===== src/rtl/demux31_reg_if.sv =====
// Bus bundle for demux31_reg: one producer input port and three consumer channels.
interface demux31_reg_if;
  logic [31:0] in_data;
  logic [1:0]  in_sel;
  logic        in_valid;
  logic        in_ready;
  logic [31:0] a_data;
  logic        a_valid;
  logic        a_ready;
  logic [31:0] b_data;
  logic        b_valid;
  logic        b_ready;
  logic [31:0] c_data;
  logic        c_valid;
  logic        c_ready;
  logic [7:0]  drop_cnt;

  // Producer/consumer side (testbench or surrounding logic)
  modport master (
    output in_data, in_sel, in_valid, a_ready, b_ready, c_ready,
    input  in_ready, a_data, a_valid, b_data, b_valid, c_data, c_valid, drop_cnt
  );

  // Demux side
  modport slave (
    input  in_data, in_sel, in_valid, a_ready, b_ready, c_ready,
    output in_ready, a_data, a_valid, b_data, b_valid, c_data, c_valid, drop_cnt
  );
endinterface


===== src/rtl/demux31_reg.sv =====
// demux31_reg: routes a valid/ready input word to one of three single-entry
// registered output channels (a/b/c) or drops it (sel=11).
// Optional feature: define DEMUX31_DROP_CNT_EN to get a saturating 8-bit
// count of dropped words on drop_cnt; otherwise drop_cnt is tied to zero.
module demux31_reg (
  input  logic          clk,
  input  logic          rst,
  demux31_reg_if.slave  bus
);
  localparam int unsigned DW    = 32;
  localparam int unsigned NCH   = 3;
  localparam int unsigned CNT_W = 8;

  logic [NCH-1:0] vld_q, vld_d;
  logic [DW-1:0]  dat_q [NCH];
  logic [DW-1:0]  dat_d [NCH];
  logic [NCH-1:0] rdy;
  logic           in_ready_c;
  logic           xfer_c;

  assign rdy = {bus.c_ready, bus.b_ready, bus.a_ready};

  // Accept when the selected channel is empty or draining this cycle; drops always accepted
  always_comb begin
    in_ready_c = 1'b1;
    case (bus.in_sel)
      2'b00:   in_ready_c = !vld_q[0] | rdy[0];
      2'b01:   in_ready_c = !vld_q[1] | rdy[1];
      2'b10:   in_ready_c = !vld_q[2] | rdy[2];
      default: in_ready_c = 1'b1;
    endcase
  end

  assign xfer_c = bus.in_valid & in_ready_c;

  // Channel next state: pop clears valid, a load on the same edge wins (no bubble)
  always_comb begin
    vld_d = vld_q;
    dat_d = dat_q;
    for (int i = 0; i < NCH; i++) begin
      if (vld_q[i] && rdy[i]) begin
        vld_d[i] = 1'b0;
      end
      if (xfer_c && (bus.in_sel == 2'(i))) begin
        vld_d[i] = 1'b1;
        dat_d[i] = bus.in_data;
      end
    end
  end

  // Channel holding registers
  always_ff @(posedge clk) begin
    if (rst) begin
      vld_q <= '0;
      for (int i = 0; i < NCH; i++) begin
        dat_q[i] <= '0;
      end
    end else begin
      vld_q <= vld_d;
      for (int i = 0; i < NCH; i++) begin
        dat_q[i] <= dat_d[i];
      end
    end
  end

`ifdef DEMUX31_DROP_CNT_EN
  logic [CNT_W-1:0] drop_cnt_q, drop_cnt_d;

  // Saturating drop counter next state
  always_comb begin
    drop_cnt_d = drop_cnt_q;
    if (xfer_c && (bus.in_sel == 2'b11) && (drop_cnt_q != {CNT_W{1'b1}})) begin
      drop_cnt_d = drop_cnt_q + CNT_W'(1);
    end
  end

  // Drop counter register
  always_ff @(posedge clk) begin
    if (rst) begin
      drop_cnt_q <= '0;
    end else begin
      drop_cnt_q <= drop_cnt_d;
    end
  end

  assign bus.drop_cnt = drop_cnt_q;
`else
  assign bus.drop_cnt = CNT_W'(0);
`endif

  assign bus.in_ready = in_ready_c;
  assign bus.a_data   = dat_q[0];
  assign bus.b_data   = dat_q[1];
  assign bus.c_data   = dat_q[2];
  assign bus.a_valid  = vld_q[0];
  assign bus.b_valid  = vld_q[1];
  assign bus.c_valid  = vld_q[2];
endmodule


===== src/flat_wrapper.sv =====
// flat-port wrapper written by rule: the top's interface ports become plain ports
module demux31_reg_flat 
  (clk, rst, bus_in_data, bus_in_sel, bus_in_valid, bus_a_ready, bus_b_ready, bus_c_ready, bus_in_ready, bus_a_data, bus_a_valid, bus_b_data, bus_b_valid, bus_c_data, bus_c_valid, bus_drop_cnt);
  demux31_reg_if bus_i ();
  input  logic clk;
  input  logic rst;
  input wire logic [$bits(bus_i.in_data)-1:0] bus_in_data;
  input wire logic [$bits(bus_i.in_sel)-1:0] bus_in_sel;
  input wire logic [$bits(bus_i.in_valid)-1:0] bus_in_valid;
  input wire logic [$bits(bus_i.a_ready)-1:0] bus_a_ready;
  input wire logic [$bits(bus_i.b_ready)-1:0] bus_b_ready;
  input wire logic [$bits(bus_i.c_ready)-1:0] bus_c_ready;
  output wire logic [$bits(bus_i.in_ready)-1:0] bus_in_ready;
  output wire logic [$bits(bus_i.a_data)-1:0] bus_a_data;
  output wire logic [$bits(bus_i.a_valid)-1:0] bus_a_valid;
  output wire logic [$bits(bus_i.b_data)-1:0] bus_b_data;
  output wire logic [$bits(bus_i.b_valid)-1:0] bus_b_valid;
  output wire logic [$bits(bus_i.c_data)-1:0] bus_c_data;
  output wire logic [$bits(bus_i.c_valid)-1:0] bus_c_valid;
  output wire logic [$bits(bus_i.drop_cnt)-1:0] bus_drop_cnt;
  assign bus_i.in_data = bus_in_data;
  assign bus_i.in_sel = bus_in_sel;
  assign bus_i.in_valid = bus_in_valid;
  assign bus_i.a_ready = bus_a_ready;
  assign bus_i.b_ready = bus_b_ready;
  assign bus_i.c_ready = bus_c_ready;
  assign bus_in_ready = bus_i.in_ready;
  assign bus_a_data = bus_i.a_data;
  assign bus_a_valid = bus_i.a_valid;
  assign bus_b_data = bus_i.b_data;
  assign bus_b_valid = bus_i.b_valid;
  assign bus_c_data = bus_i.c_data;
  assign bus_c_valid = bus_i.c_valid;
  assign bus_drop_cnt = bus_i.drop_cnt;
  demux31_reg u_core (.clk(clk), .rst(rst), .bus(bus_i));
endmodule

===== config.mk =====
export PLATFORM = sky130hd
export DESIGN_NAME = demux31_reg_flat
export DESIGN_NICKNAME = d
export VERILOG_FILES = /design/src/rtl/demux31_reg_if.sv /design/src/rtl/demux31_reg.sv /design/src/flat_wrapper.sv
export SDC_FILE = /design/constraint.sdc
export NUM_CORES = 1
export LEC_CHECK = 0
export BUFFER_PORTS_ARGS = -buffer_cell sky130_fd_sc_hd__buf_2
export CAP_MARGIN = 15
export CORE_UTILIZATION = 53
export CTS_CLUSTER_DIAMETER = 150
export DETAILED_ROUTE_END_ITERATION = 6
export GPL_TIMING_DRIVEN = 0
export PLACE_DENSITY = 0.85
export SETUP_SLACK_MARGIN = 0.15
export SLEW_MARGIN = 10
export SYNTH_ARGS = -nofsm -noshare
export SYNTH_HDL_FRONTEND = slang
export SYNTH_SLANG_ARGS = --single-unit

===== constraint.sdc =====
create_clock -name clk -period 2.2 [get_ports clk]
set_clock_uncertainty 0.1 [all_clocks]
set_input_delay 0.44 -clock clk [delete_from_list [all_inputs] [get_ports clk]]
set_output_delay 0.44 -clock clk [all_outputs]
set_load 0.05 [all_outputs]

==> impl_metrics.toml <==
[yosys]
yosysTopAreaCell = "dfxtp_1"
seq_area_frac_synth_pct = 48.4
netlist_instances = 372
ys_ff_latch = 99
synth_cell_types = 17
synth_top_cells_by_area = "dfxtp_1 (48%), mux2i_1 (24%), nand2b_1 (20%)"
syn_area_um2 = 4090
syn_area_per_cell_um2 = 11.0
ys_warn_count = 0
synth_top_area_share_pct = 48.4

[pwr]
peakVddDrop_v = 0.000435
power_density_nw_per_um2 = 687
power_leakage_nw = 2.65

[placement]
port_buffers = 138
dpl.hpwl_um = 6850
gp_congestion = 0.778
dpl.cell_count = 616

[sta]
fin_crit_sh_pct = 83.1
timing.fmax_mhz = 547
finalSetupViolations = 0
rsz0062_at_grt = "no"
slew_viol_final = 0
finalSetupTns_ps = 0
hold_violations = 0
post-route-min-period_ps = 1830
hold_ws_ps = 292

[clock_tree]
ctsRootBufferMaster = "clkbuf_8"
clkSinkCount = 99
post_cts_buffers = 0
cts_resized = 0
clock_tree.buffer_depth = 2
cts-htree-levels = 3
cts_buffers = 9
clkTransAtPathRegs_ps = 90
cts_hold_buffers = 0
tritoncts = "done"
clkLatencyLatePin_ps = 350

[run_status]
outcome = "complete, no violations"

[drt]
firstDrtPassIters = 4
initialDrtViolationCount = 62
drc = 0
viasPerCell = 4.79
vias = 3024
post_drt_wl_per_cell_um = 14.5
antenna_left = 0
wl_um = 9140

[critical_path]
crit_fanout = 4
r2r_setup_slack_ps = 910
worstSetupEndpointType = "primary output"
required_ps = 1660
reg2reg_from = "u_core.vld_q[1]"
critPathKind = "reg -> out"
worstPathArrival_ps = 1290
reg2reg_depth = 5
critPathLaunchType = "flop"
r2r_end = "u_core.bus.b_data[22]"

[cells_and_area]
final_common_cell = "buf_2"
nNetsFinal = 568
num_antenna_cells = 0
layout_common_cells = "buf_2 (140), nand2b_1 (130), dfxtp_1 (99)"
synthToLayoutAreaGrowth_pct = 24.5
drive_above_1_share_pct = 32.7
layoutNonFillerInstCount = 631

[floorplanning]
dieArea_um2 = 8070
die_h_um = 89.9
die_w_um = 89.9
placementRows = 31
core-area_um2 = 7370
ios = 148
initial_core_util_pct = 55.5

[global_routing]
track_usage_pct = 23.6
antenna_found_initial = 0
gr-total-overflow = 0
grt_pass1_vias = 3136
grt_first_pass_wirelength_um = 15200
grt_max_degree = 15

[job]
maxCapViolCount = 0

[hold_path]
holdPathEnd = "u_core.bus.c_data[26]"
hold_start = "bus_in_data[26]"
min_path_cells = 3
holdCritPathClass = "in -> reg"
-- report_power, final --
group / leakage, nW / internal [mW] / total [mW] / switching, mW
logic: 1.77 / 0.195 / 0.611 / 0.416
clock network: 0.0795 / 0.436 / 1.00 / 0.567
registers: 0.805 / 1.85 / 1.89 / 0.0326
total: 2.65 / 2.49 / 3.50 / 1.02
-- metal layers --
| metal | wire length (um) | GRT usage (%) | vias up |
|---|---|---|---|
| met5 | 0 | 0 | - |
| met4 | 147 | 7.93 | 0 |
| met3 | 549 | 5.33 | 12 |
| met2 | 4510 | 41.8 | 96 |
| met1 | 3930 | 28.2 | 1407 |
| li1 | - | - | 1509 |
-- cells in the mapped netlist --
| library cell | count |
|---|---|
| nand2b_1 | 130 |
| nand3b_1 | 1 |
| buf_6 | 7 |
| nand2b_4 | 1 |
| mux2i_1 | 97 |
| buf_4 | 11 |
| o21ai_0 | 2 |
| nor2b_4 | 1 |
| clkbuf_1 | 13 |
| buf_2 | 2 |
| and3_1 | 1 |
| nand4b_2 | 1 |
| conb_1 | 1 |
| nand3_2 | 1 |
| dfxtp_1 | 99 |
| a21oi_1 | 3 |
| and4b_1 | 1 |
-- stage by stage --
| stage | cell area (um2) | power, mW | util [%] | worst slack [ps] |
|---|---|---|---|---|
| final | 5090 | 3.50 | 69.1 | 371 |
| after global routing | 5090 | 3.64 | 69.1 | 280 |
| after CTS | 5090 | 3.53 | 69.1 | 340 |
| after detailed placement | 4930 | 2.54 | 66.9 | 493 |
| after global placement | 4930 | 2.53 | 66.9 | 498 |
| after floorplan | 4120 | 2.39 | - | 193 |
-- layout make-up --
| cell class | count | area [um2] |
|---|---|---|
| Clock inverter | 2 | 12.5 |
| Tap cell | 99 | 124 |
| Buffer | 33 | 220 |
| Sequential cell | 99 | 1980 |
| Clock buffer | 13 | 149 |
| Timing Repair Buffer | 138 | 691 |
| Multi-Input combinational cell | 247 | 1920 |
| Fill cell | 628 | 2280 |
-- critical path, cell delays in order (launching register included) --
cell	delay, ps
dfxtp_1	320
nand2b_1	140
mux2i_1	90
o21ai_1	110
buf_2	280
-- flip-flops by register name, summed over array words and instances (netlist names) --
name and cells:
u_core.bus.b_data 32, u_core.vld_q 3, u_core.bus.a_data 32, u_core.bus.c_data 32
-- how the worst max path moves through the flow --
| stage | startpoint | to | slack [ps] | cells past startpoint |
|---|---|---|---|---|
| 2_1_floorplan | u_core.vld_q[2] | bus_in_ready | 190 | 3 |
| 3_3_place_gp | bus_c_ready | bus_in_ready | 500 | 5 |
| 3_5_place_dp | bus_c_ready | bus_in_ready | 490 | 5 |
| 4_1_cts | u_core.vld_q[2] | bus_in_ready | 340 | 4 |
| 5_1_grt | u_core.vld_q[2] | bus_in_ready | 280 | 4 |
| 6_report | u_core.vld_q[2] | bus_in_ready | 370 | 4 |
-- cell families after synthesis --
family                 Yosys count  synth area share (%)
other                            1                0.0917
DFF                             99                  48.4
buffers and inverters           33                  5.38
and+or+nand+nor                137                  21.7
muxes                           97                  23.7
AOI/OAI and AO/OA                5                 0.612
(Power assumes the default switching activity.)
